File: config.mk
export PLATFORM = sky130hd
export DESIGN_NAME = sandbox_host_link_flat
export DESIGN_NICKNAME = d
export VERILOG_FILES = /design/src/rtl/sandbox_host_link_if.sv /design/src/rtl/sandbox_host_link.sv /design/src/flat_wrapper.sv
export SDC_FILE = /design/constraint.sdc
export NUM_CORES = 1
export LEC_CHECK = 0
export ABC_CLOCK_PERIOD_IN_PS = 4700
export CORE_ASPECT_RATIO = 1.25
export CORE_MARGIN = 1
export CORE_UTILIZATION = 53
export CTS_BUF_LIST = sky130_fd_sc_hd__clkbuf_8 sky130_fd_sc_hd__clkbuf_16
export DETAILED_ROUTE_END_ITERATION = 10
export PLACE_DENSITY = 0.84
export SYNTH_ARGS = -nofsm -noshare
export SYNTH_HDL_FRONTEND = slang
export SYNTH_SLANG_ARGS = --single-unit
File: constraint.sdc
create_clock -name masterClock -period 4.7 [get_ports masterClock]
set_clock_uncertainty 0.1 [all_clocks]
set_input_delay 0.94 -clock masterClock [delete_from_list [all_inputs] [get_ports masterClock]]
set_output_delay 0.94 -clock masterClock [all_outputs]
set_load 0.05 [all_outputs]
File: src/rtl/sandbox_host_link_if.sv
// sandbox_host_link_if
//   Bundles every non-clock signal of the sandbox host link.
//   The link drives the transmitter and the sandbox-facing frame.
//   Its peer drives the receiver, transmitter-ready and sandbox result signals.
//
//   Valid/ready semantics, used throughout:
//     - rxValid is a one-cycle strobe with no back-pressure. A byte is taken
//       on every cycle where rxValid is 1.
//     - txByte/txValid are registered and held until the cycle where txValid
//       and txReady are both 1. That cycle is the transfer. txByte does not
//       change while txValid && !txReady.
//     - dataReceived is held from frame completion until clearDR is seen
//       after the response has been sent.
//
//   Modports:
//     master : the link (sandbox_host_link)
//     slave  : the environment (receiver, transmitter and sandbox)
interface sandbox_host_link_if;
    logic [7:0]  rxByte;
    logic        rxValid;
    logic [7:0]  txByte;
    logic        txValid;
    logic        txReady;
    logic        dataReceived;
    logic [7:0]  control;
    logic [31:0] inputData;
    logic        clearDR;
    logic        transmitData;
    logic [7:0]  status;
    logic [31:0] outputData;
    logic        overrun;
    logic        frameTimeout;

    modport master (
        input  rxByte, rxValid, txReady, clearDR, transmitData, status, outputData,
        output txByte, txValid, dataReceived, control, inputData, overrun, frameTimeout
    );

    modport slave (
        output rxByte, rxValid, txReady, clearDR, transmitData, status, outputData,
        input  txByte, txValid, dataReceived, control, inputData, overrun, frameTimeout
    );
endinterface

File: src/rtl/sandbox_host_link.sv
// sandbox_host_link
//   Host-side framing bridge for a sandbox process.
//   - Inbound: collects 5-byte frames from a byte receiver and presents them
//     to the sandbox. A frame is a control byte followed by a data word,
//     MSB first.
//   - Outbound: captures the sandbox result and serialises it to a byte
//     transmitter. The response is a status byte followed by a data word,
//     MSB first.
//   - Finally, runs the clearDR release handshake.
//
// Ports:
//   masterClock  operating clock
//   reset        synchronous, active-low
//   link         sandbox_host_link_if.master (receiver, transmitter and sandbox signals)
//   state_dbg    current FSM state (COLLECT=0, PRESENT=1, SEND=2, RELEASE=3, DRAIN=4)
//
// Parameters:
//   TIMEOUT_CYCLES  cycles allowed between bytes of one inbound frame (>= 2)
module sandbox_host_link #(
    parameter int unsigned TIMEOUT_CYCLES = 1000000
) (
    input  logic                       masterClock,
    input  logic                       reset,
    sandbox_host_link_if.master        link,
    output logic [2:0]                 state_dbg
);

    localparam logic [2:0] ST_COLLECT = 3'd0;
    localparam logic [2:0] ST_PRESENT = 3'd1;
    localparam logic [2:0] ST_SEND    = 3'd2;
    localparam logic [2:0] ST_RELEASE = 3'd3;
    localparam logic [2:0] ST_DRAIN   = 3'd4;

    localparam int unsigned TW = $clog2(TIMEOUT_CYCLES);
    localparam logic [TW-1:0] TIMER_MAX = TW'(TIMEOUT_CYCLES - 1);

    logic [2:0]    state_q, state_d;
    logic [2:0]    byte_count_q, byte_count_d;
    logic [TW-1:0] timer_q, timer_d;
    // Holds control plus data bytes 1..3 while a frame is being collected.
    // The visible control/inputData only change when a frame completes.
    logic [31:0]   asm_q, asm_d;
    // Response shift register. txByte is its top byte, so txByte is held
    // for free while the transmitter stalls.
    logic [39:0]   shift_q, shift_d;
    logic [2:0]    tx_count_q, tx_count_d;
    logic          tx_valid_q, tx_valid_d;
    logic          data_received_q, data_received_d;
    logic [7:0]    control_q, control_d;
    logic [31:0]   input_data_q, input_data_d;
    logic          overrun_q, overrun_d;
    logic          frame_timeout_q, frame_timeout_d;

    logic          timer_expired;
    logic [2:0]    rx_index;

    // The timer only runs while a partial frame is outstanding.
    assign timer_expired = (state_q == ST_COLLECT) && (byte_count_q != 3'd0) &&
                           (timer_q == TIMER_MAX);
    // A byte that lands on the expiry cycle starts a fresh frame.
    assign rx_index = timer_expired ? 3'd0 : byte_count_q;

    always_comb begin
        state_d         = state_q;
        byte_count_d    = byte_count_q;
        timer_d         = timer_q;
        asm_d           = asm_q;
        shift_d         = shift_q;
        tx_count_d      = tx_count_q;
        tx_valid_d      = tx_valid_q;
        data_received_d = data_received_q;
        control_d       = control_q;
        input_data_d    = input_data_q;
        overrun_d       = overrun_q;
        frame_timeout_d = 1'b0;

        if (link.rxValid && (state_q != ST_COLLECT)) begin
            overrun_d = 1'b1;
        end

        case (state_q)
            ST_COLLECT: begin
                if (timer_expired) begin
                    frame_timeout_d = 1'b1;
                    byte_count_d    = 3'd0;
                    timer_d         = '0;
                end else if (byte_count_q != 3'd0) begin
                    timer_d = timer_q + TW'(1);
                end

                if (link.rxValid) begin
                    timer_d = '0;
                    case (rx_index)
                        3'd0:    asm_d[31:24] = link.rxByte;
                        3'd1:    asm_d[23:16] = link.rxByte;
                        3'd2:    asm_d[15:8]  = link.rxByte;
                        3'd3:    asm_d[7:0]   = link.rxByte;
                        default: begin
                            control_d       = asm_q[31:24];
                            input_data_d    = {asm_q[23:0], link.rxByte};
                            data_received_d = 1'b1;
                            state_d         = ST_PRESENT;
                        end
                    endcase
                    byte_count_d = (rx_index == 3'd4) ? 3'd0 : rx_index + 3'd1;
                end
            end

            // clearDR is deliberately ignored here; only transmitData moves on.
            ST_PRESENT: begin
                if (link.transmitData) begin
                    shift_d    = {link.status, link.outputData};
                    tx_valid_d = 1'b1;
                    tx_count_d = 3'd0;
                    state_d    = ST_SEND;
                end
            end

            ST_SEND: begin
                if (tx_valid_q && link.txReady) begin
                    if (tx_count_q == 3'd4) begin
                        tx_valid_d = 1'b0;
                        state_d    = ST_RELEASE;
                    end else begin
                        shift_d    = {shift_q[31:0], 8'h00};
                        tx_count_d = tx_count_q + 3'd1;
                    end
                end
            end

            ST_RELEASE: begin
                if (link.clearDR) begin
                    data_received_d = 1'b0;
                    state_d         = ST_DRAIN;
                end
            end

            // Both sandbox strobes must be seen low together, so the sandbox
            // has observed dataReceived low before another frame can appear.
            ST_DRAIN: begin
                if (!link.transmitData && !link.clearDR) begin
                    state_d      = ST_COLLECT;
                    byte_count_d = 3'd0;
                    timer_d      = '0;
                end
            end

            default: begin
                state_d      = ST_COLLECT;
                byte_count_d = 3'd0;
                timer_d      = '0;
            end
        endcase
    end

    always_ff @(posedge masterClock) begin
        if (!reset) begin
            state_q         <= ST_COLLECT;
            byte_count_q    <= 3'd0;
            timer_q         <= '0;
            asm_q           <= '0;
            shift_q         <= '0;
            tx_count_q      <= 3'd0;
            tx_valid_q      <= 1'b0;
            data_received_q <= 1'b0;
            control_q       <= 8'h00;
            input_data_q    <= 32'h0;
            overrun_q       <= 1'b0;
            frame_timeout_q <= 1'b0;
        end else begin
            state_q         <= state_d;
            byte_count_q    <= byte_count_d;
            timer_q         <= timer_d;
            asm_q           <= asm_d;
            shift_q         <= shift_d;
            tx_count_q      <= tx_count_d;
            tx_valid_q      <= tx_valid_d;
            data_received_q <= data_received_d;
            control_q       <= control_d;
            input_data_q    <= input_data_d;
            overrun_q       <= overrun_d;
            frame_timeout_q <= frame_timeout_d;
        end
    end

    assign link.txByte       = shift_q[39:32];
    assign link.txValid      = tx_valid_q;
    assign link.dataReceived = data_received_q;
    assign link.control      = control_q;
    assign link.inputData    = input_data_q;
    assign link.overrun      = overrun_q;
    assign link.frameTimeout = frame_timeout_q;
    assign state_dbg         = state_q;

endmodule
File: src/flat_wrapper.sv
// flat-port wrapper written by rule: the top's interface ports become plain ports
module sandbox_host_link_flat 
#(
    parameter int unsigned TIMEOUT_CYCLES = 1000000
)
  (masterClock, reset, state_dbg, link_rxByte, link_rxValid, link_txReady, link_clearDR, link_transmitData, link_status, link_outputData, link_txByte, link_txValid, link_dataReceived, link_control, link_inputData, link_overrun, link_frameTimeout);
  sandbox_host_link_if link_i ();
  input  logic masterClock;
  input  logic reset;
  output logic [2:0] state_dbg;
  input wire logic [$bits(link_i.rxByte)-1:0] link_rxByte;
  input wire logic [$bits(link_i.rxValid)-1:0] link_rxValid;
  input wire logic [$bits(link_i.txReady)-1:0] link_txReady;
  input wire logic [$bits(link_i.clearDR)-1:0] link_clearDR;
  input wire logic [$bits(link_i.transmitData)-1:0] link_transmitData;
  input wire logic [$bits(link_i.status)-1:0] link_status;
  input wire logic [$bits(link_i.outputData)-1:0] link_outputData;
  output wire logic [$bits(link_i.txByte)-1:0] link_txByte;
  output wire logic [$bits(link_i.txValid)-1:0] link_txValid;
  output wire logic [$bits(link_i.dataReceived)-1:0] link_dataReceived;
  output wire logic [$bits(link_i.control)-1:0] link_control;
  output wire logic [$bits(link_i.inputData)-1:0] link_inputData;
  output wire logic [$bits(link_i.overrun)-1:0] link_overrun;
  output wire logic [$bits(link_i.frameTimeout)-1:0] link_frameTimeout;
  assign link_i.rxByte = link_rxByte;
  assign link_i.rxValid = link_rxValid;
  assign link_i.txReady = link_txReady;
  assign link_i.clearDR = link_clearDR;
  assign link_i.transmitData = link_transmitData;
  assign link_i.status = link_status;
  assign link_i.outputData = link_outputData;
  assign link_txByte = link_i.txByte;
  assign link_txValid = link_i.txValid;
  assign link_dataReceived = link_i.dataReceived;
  assign link_control = link_i.control;
  assign link_inputData = link_i.inputData;
  assign link_overrun = link_i.overrun;
  assign link_frameTimeout = link_i.frameTimeout;
  sandbox_host_link #(.TIMEOUT_CYCLES(TIMEOUT_CYCLES)) u_core (.masterClock(masterClock), .reset(reset), .link(link_i), .state_dbg(state_dbg));
endmodule
Yosys cells after proc, flatten, opt, wreduce, memory -nomap -nowiden
Index checks and enable logic that the tools add are counted.
{"block": "classes", "n_addsub": 3, "mul": 0, "n_div": 0, "order_cmp": 0, "eq_ne": 19, "shifts": 0, "mux": 34, "bitwise": 2, "n_reduce_logical": 27}
{"cell": "40-bit two-way mux", "n": 3}
{"cell": "20-bit two-way mux", "n": 4}
{"cell": "40-bit case mux with 2 select lines", "n": 1}
{"cell": "20-bit case mux with 3 select lines", "n": 1}
{"cell": "3-bit two-way mux", "n": 13}
{"cell": "20-bit by 1-bit adder with 20-bit output, second input constant", "n": 1}
{"cell": "20-bit equality test, second input constant", "n": 1}
{"cell": "3-bit AND reduction", "n": 6}
{"cell": "3-bit case mux with 5 select lines", "n": 1}
{"cell": "3-bit by 2-bit equality test with 1-bit output, second input constant", "n": 4}
{"cell": "4-bit AND reduction", "n": 3}
{"cell": "2-bit != test, second input constant", "n": 5}
{"cell": "3-bit equality test, second input constant", "n": 3}
{"cell": "3-bit case mux with 3 select lines", "n": 1}
{"cell": "1-bit two-way mux", "n": 7}
{"cell": "7-bit AND reduction", "n": 1}
{"cell": "3-bit by 1-bit adder with 3-bit output, second input constant", "n": 2}
{"cell": "3-bit by 1-bit equality test with 1-bit output, second input constant", "n": 2}
{"cell": "3-bit logical NOT", "n": 2}
{"cell": "2-bit by 1-bit != test with 1-bit output, second input constant", "n": 3}
{"cell": "3-bit case mux with 2 select lines", "n": 1}
{"cell": "3-bit nonzero test", "n": 2}
{"cell": "1-bit logical AND", "n": 5}
{"cell": "4-bit by 3-bit != test with 1-bit output, second input constant", "n": 1}
{"cell": "7 further kinds", "n": 12}
{"block": "totals", "regBits": 145, "latch_bits": 0, "mem_bits_rw": 0, "romBits": 0, "inputBits": 54, "output_inout_bits": 55, "elab_cells": 100, "n_memories": 0}

Logic depth before layout (Yosys ltp)
{"block": "logic_depth", "depth_word": 9, "mapped_depth": 14, "mapped_depth_nobuf": 10}

Least setup slack after synthesis
No wires, ideal clock.
{"block": "synth_path", "kind": "register to register", "start": "register u_core.timer_q[11]", "end": "register u_core.byte_count_q[2]", "setup_time_ps": 115, "arrival_time_ps": 3128, "t_required_ps": 4485, "setup_slack_ps": 1358, "path_stages_with_launch": 14, "synth_period_minus_slack_ps": 3342, "cell_sequence": "dfxtp_1 > buf_6 > or4b_1 > or4b_4 > or4_1 > buf_4 > clkbuf_1 > nand2_1 > inv_1 > ha_1 > nand2_1 > a21oi_1 > buf_2 > o21a_1"}
{"block": "synth_between", "elab_chain_len": 7, "word_cells_on_any_way": 8, "classes_between": "add/sub: 1; eq/ne: 2; mux: 4; reduce/logical: 1"}
{"item": "start, declared", "line_no": "sandbox_host_link.sv:39", "text": "logic [TW-1:0] timer_q, timer_d;"}
{"item": "start signal, assigned", "line_no": "sandbox_host_link.sv:173", "text": "timer_q <= timer_d;"}
{"item": "20-bit equality test (*)", "line_no": "sandbox_host_link.sv:59", "text": "(timer_q == TIMER_MAX);"}
{"item": "1-bit logical AND (*)", "line_no": "sandbox_host_link.sv:58", "text": "assign timer_expired = (state_q == ST_COLLECT) && (byte_count_q != 3'd0) &&"}
{"item": "3-bit two-way mux (*)"}
{"item": "3-bit by 1-bit adder with 3-bit output or 3-bit equality test (tied branches)", "line_no": "sandbox_host_link.sv:105", "text": "byte_count_d = (rx_index == 3'd4) ? 3'd0 : rx_index + 3'd1;"}
{"item": "3-bit two-way mux", "line_no": "sandbox_host_link.sv:105"}
{"item": "3-bit two-way mux (*)", "line_no": "sandbox_host_link.sv:91", "text": "if (link.rxValid) begin"}
{"item": "3-bit case mux with 3 select lines (*)", "line_no": "sandbox_host_link.sv:81", "text": "case (state_q)"}
{"item": "end signal, assigned", "line_no": "sandbox_host_link.sv:172", "text": "byte_count_q <= byte_count_d;"}
{"item": "end, declared", "line_no": "sandbox_host_link.sv:38", "text": "logic [2:0] byte_count_q, byte_count_d;"}
Every way passes the cells marked *; elsewhere a longest branch is shown, timed or not.
A chain may end at the register's enable or synchronous reset.

Worst setup path after layout
{"block": "layout_path", "start": "register u_core.timer_q[11]", "end": "register u_core.asm_q[7]"}
{"block": "layout_between", "elab_chain_len": 5}
{"item": "20-bit equality test", "line_no": "sandbox_host_link.sv:59"}
{"item": "1-bit logical AND", "line_no": "sandbox_host_link.sv:58"}
{"item": "3-bit two-way mux"}
{"item": "3-bit by 2-bit equality test with 1-bit output", "line_no": "sandbox_host_link.sv:93", "text": "case (rx_index)"}
{"item": "3-bit AND reduction (no line)"}
{"item": "end signal, assigned", "line_no": "sandbox_host_link.sv:174", "text": "asm_q <= asm_d;"}
{"item": "end, declared", "line_no": "sandbox_host_link.sv:42", "text": "logic [31:0] asm_q, asm_d;"}
No other way between the ends.

==> results.ini <==
[clocking]
clk_latency_ns=0.42
cts_resized=0
cts_inserted_buffers=17
cts_root_buf=clkbuf_16
cts_setup_buffers=0
holdBufCountCts=0
clockBufferDepth=2
cts_sinks=145
cts_htree_levels=4
cts_tree=done
clkTransAtPathRegs_ns=0.06

[synthesis]
synth-adder-area-share=0.0121
synth_area_per_cell_sq_um=9.24
yosys_warnings=0
synth_compound_area_frac=0.104
synth_top_area_share=0.468
syn_inst=672
synth.area.top_cells=dfxtp_1, mux2i_1, nand2_1, a211oi_1, nor2_1
ys_dominant_reg_cell=dfxtp_1
syn_nets=732
synthArstFlopShare=0
synth_top_family_by_area=simple AND/OR/NAND/NOR gates
synthDistinctLibCells=46
synthSimpleGateAreaFrac=0.182
muxShareOfSynthArea=0.171
synth-seq-area-share=0.468
yosys.area.top_type=dfxtp_1
yosys.area_share.xor_xnor=0.00988
netlist_area_sq_um=6210
synth_seq_cells=145
synth_edf_count=0

[routing]
via_per_inst=5.69
antenna_left=0
num_vias=5108
drcViolationCount=0
drt_iter0_drc=266
routed_wl_microns=14700
avgRoutedWirePerCell_microns=16.4
drt_first_pass_iters=7

[finish]
syn_to_final_growth_pct=26.9
nets=809
nFillCells=810
drive_gt1_frac=0.0656
num_antenna_cells=0
register_area_sq_um=2900
multiInputGateArea_sq_um=2980

[setup_path]
cp_max_fo=9
cp.arrival_ns=3.80
worstPathRequired_ns=4.93
cp-start-kind=flop
critPathKind=flop to flop
cp-end-kind=flop

[floorplan]
die-area_sq_um=12200
core_area_sq_um=11200
dieWidth_microns=98.8
num_rows=43
ioPinCount=109
start_util=0.552
die_h_microns=123

[place]
dpl.hpwl_microns=9660
dp_worst_setup_slack_ns=1.22
place_congestion=0.896
port_buffers=108

[global_routing]
grt-ovfl-total=0
grt_pass1_wl_microns=24000
grt_usage=0.254
first_global_vias=4916
antenna_found_initial=0
grt_max_degree=67

[timing]
fin_ws_ns=1.13
setup-tns-final_ns=0
rsz0062_at_grt=false
slew_viol_final=0
worstMarginPinSlew_ns=1.17
timing.final.crit_period_ns=3.57
max_slew_margin=0.216
finalHoldViolations=0
timing.fmax_ghz=0.280
finalCritPeriodShare=0.759
whs_ns=0.354
setup_viol=0

[job]
max_cap_violations=0

[power]
fin_total_pwr_uw=2890
vdd_drop_max_uv=251
p_leak_uw=0.00263
power.density_nw_per_um2=366

[status]
status=completed

[worst_hold_path]
hp-class=flop to flop

-- synth_stat cells, drive strengths merged (9+ instances only) --
cell type / n
dfxtp: 145
a21oi: 18
nand3: 24
nor3: 14
nor2: 57
inv: 9
a211oi: 37
a31oi: 10
mux2i: 104
clkbuf: 39
buf: 19
nand2: 114
-- through the flow --
step	instance area, sq um	util	std cells
finish	7880	0.700	897
global route	7880	0.700	897
CTS	7880	0.700	897
detailed placement	7230	0.643	865
global placement	7230	0.643	865
floorplan	6210	-	672
-- state kept, by name, indices dropped and copies added, names as in the netlist --
name and count:
u_core.state_dbg 3, u_core.byte_count_q 3, u_core.link.control 8, u_core.link.overrun 1, u_core.shift_q 40, u_core.link.txValid 1
u_core.link.frameTimeout 1, u_core.timer_q 20, u_core.link.dataReceived 1, u_core.asm_q 32, u_core.tx_count_q 3, u_core.link.inputData 32
-- per-layer routing --
layer,global-route usage,vias to the layer above,part of all wire
li1,-,2503,-
met1,0.287,2417,0.42
met2,0.454,155,0.51
met3,0.0605,33,0.046
met4,0.115,0,0.029
met5,0,-,0
-- cells by family (layout without fill, tap and decap cells) --
family | count (synthesis) | in the layout
compound gates | 92 | 92
fa+ha+maj | 6 | 6
mux | 106 | 106
simple gates | 249 | 249
xor+xnor | 7 | 7
flops | 145 | 145
buf+inv | 67 | 157
-- cell usage in the layout (no fill, tap or decap), types with 3 or more instances in the layout --
master / netlist / final
clkdlybuf4s50_1: 0 / 107
nor3_1: 14 / 13
a211oi_1: 37 / 37
a2111oi_0: 3 / 3
xnor2_1: 7 / 7
clkinvlp_4: 0 / 3
dfxtp_1: 145 / 145
nand4_1: 7 / 7
nor2b_1: 3 / 3
nand2_1: 114 / 114
clkbuf_16: 0 / 17
bufinv_16: 0 / 4
nand3b_1: 3 / 3
buf_4: 9 / 8
a22oi_1: 8 / 8
and4_1: 5 / 5
a31oi_1: 10 / 10
inv_1: 9 / 8
nand3_1: 24 / 24
nor2_1: 57 / 57
and2_1: 3 / 3
mux2i_1: 104 / 104
o21ai_0: 5 / 5
ha_1: 6 / 6
inv_6: 0 / 4
or3_1: 6 / 6
a21oi_1: 16 / 16
o31ai_1: 3 / 3
-- area by class of cell --
| class | count | area share |
|---|---|---|
| timing repair buffer | 116 | 0.144 |
| sequential | 145 | 0.369 |
| clock inverter | 13 | 0.0251 |
| clock buffer | 19 | 0.0575 |
| multi-input combinational | 460 | 0.379 |
| inverter | 9 | 0.00429 |
| tap | 135 | 0.0214 |
-- worst max-delay path, cell delays in order, from the launching register on --
cell and delay, ns:
dfxtp_1 0.37, or4b_1 0.54, or4b_4 0.55, or4_1 0.74, a21oi_1 0.91, mux2i_1 0.28
-- final timing paths --
kind	startpoint	cells past startpoint	slack [ns]	endpoint
max	u_core.timer_q[11]	5	1.13	u_core.asm_q[7]
min	u_core.link.inputData[2]	2	0.35	u_core.link.inputData[2]
max reg2reg	u_core.timer_q[11]	5	1.13	u_core.asm_q[7]
min reg2reg	u_core.link.inputData[2]	2	0.35	u_core.link.inputData[2]
-- where the power goes --
group / internal (uW) / switching, uW / leakage [uW]
logic: 73.4 / 89.2 / 0.00115
registers: 1240 / 7.93 / 0.00117
clock network: 928 / 543 / 0.000309
total: 2250 / 640 / 0.00263
(Power assumes the default switching activity.)
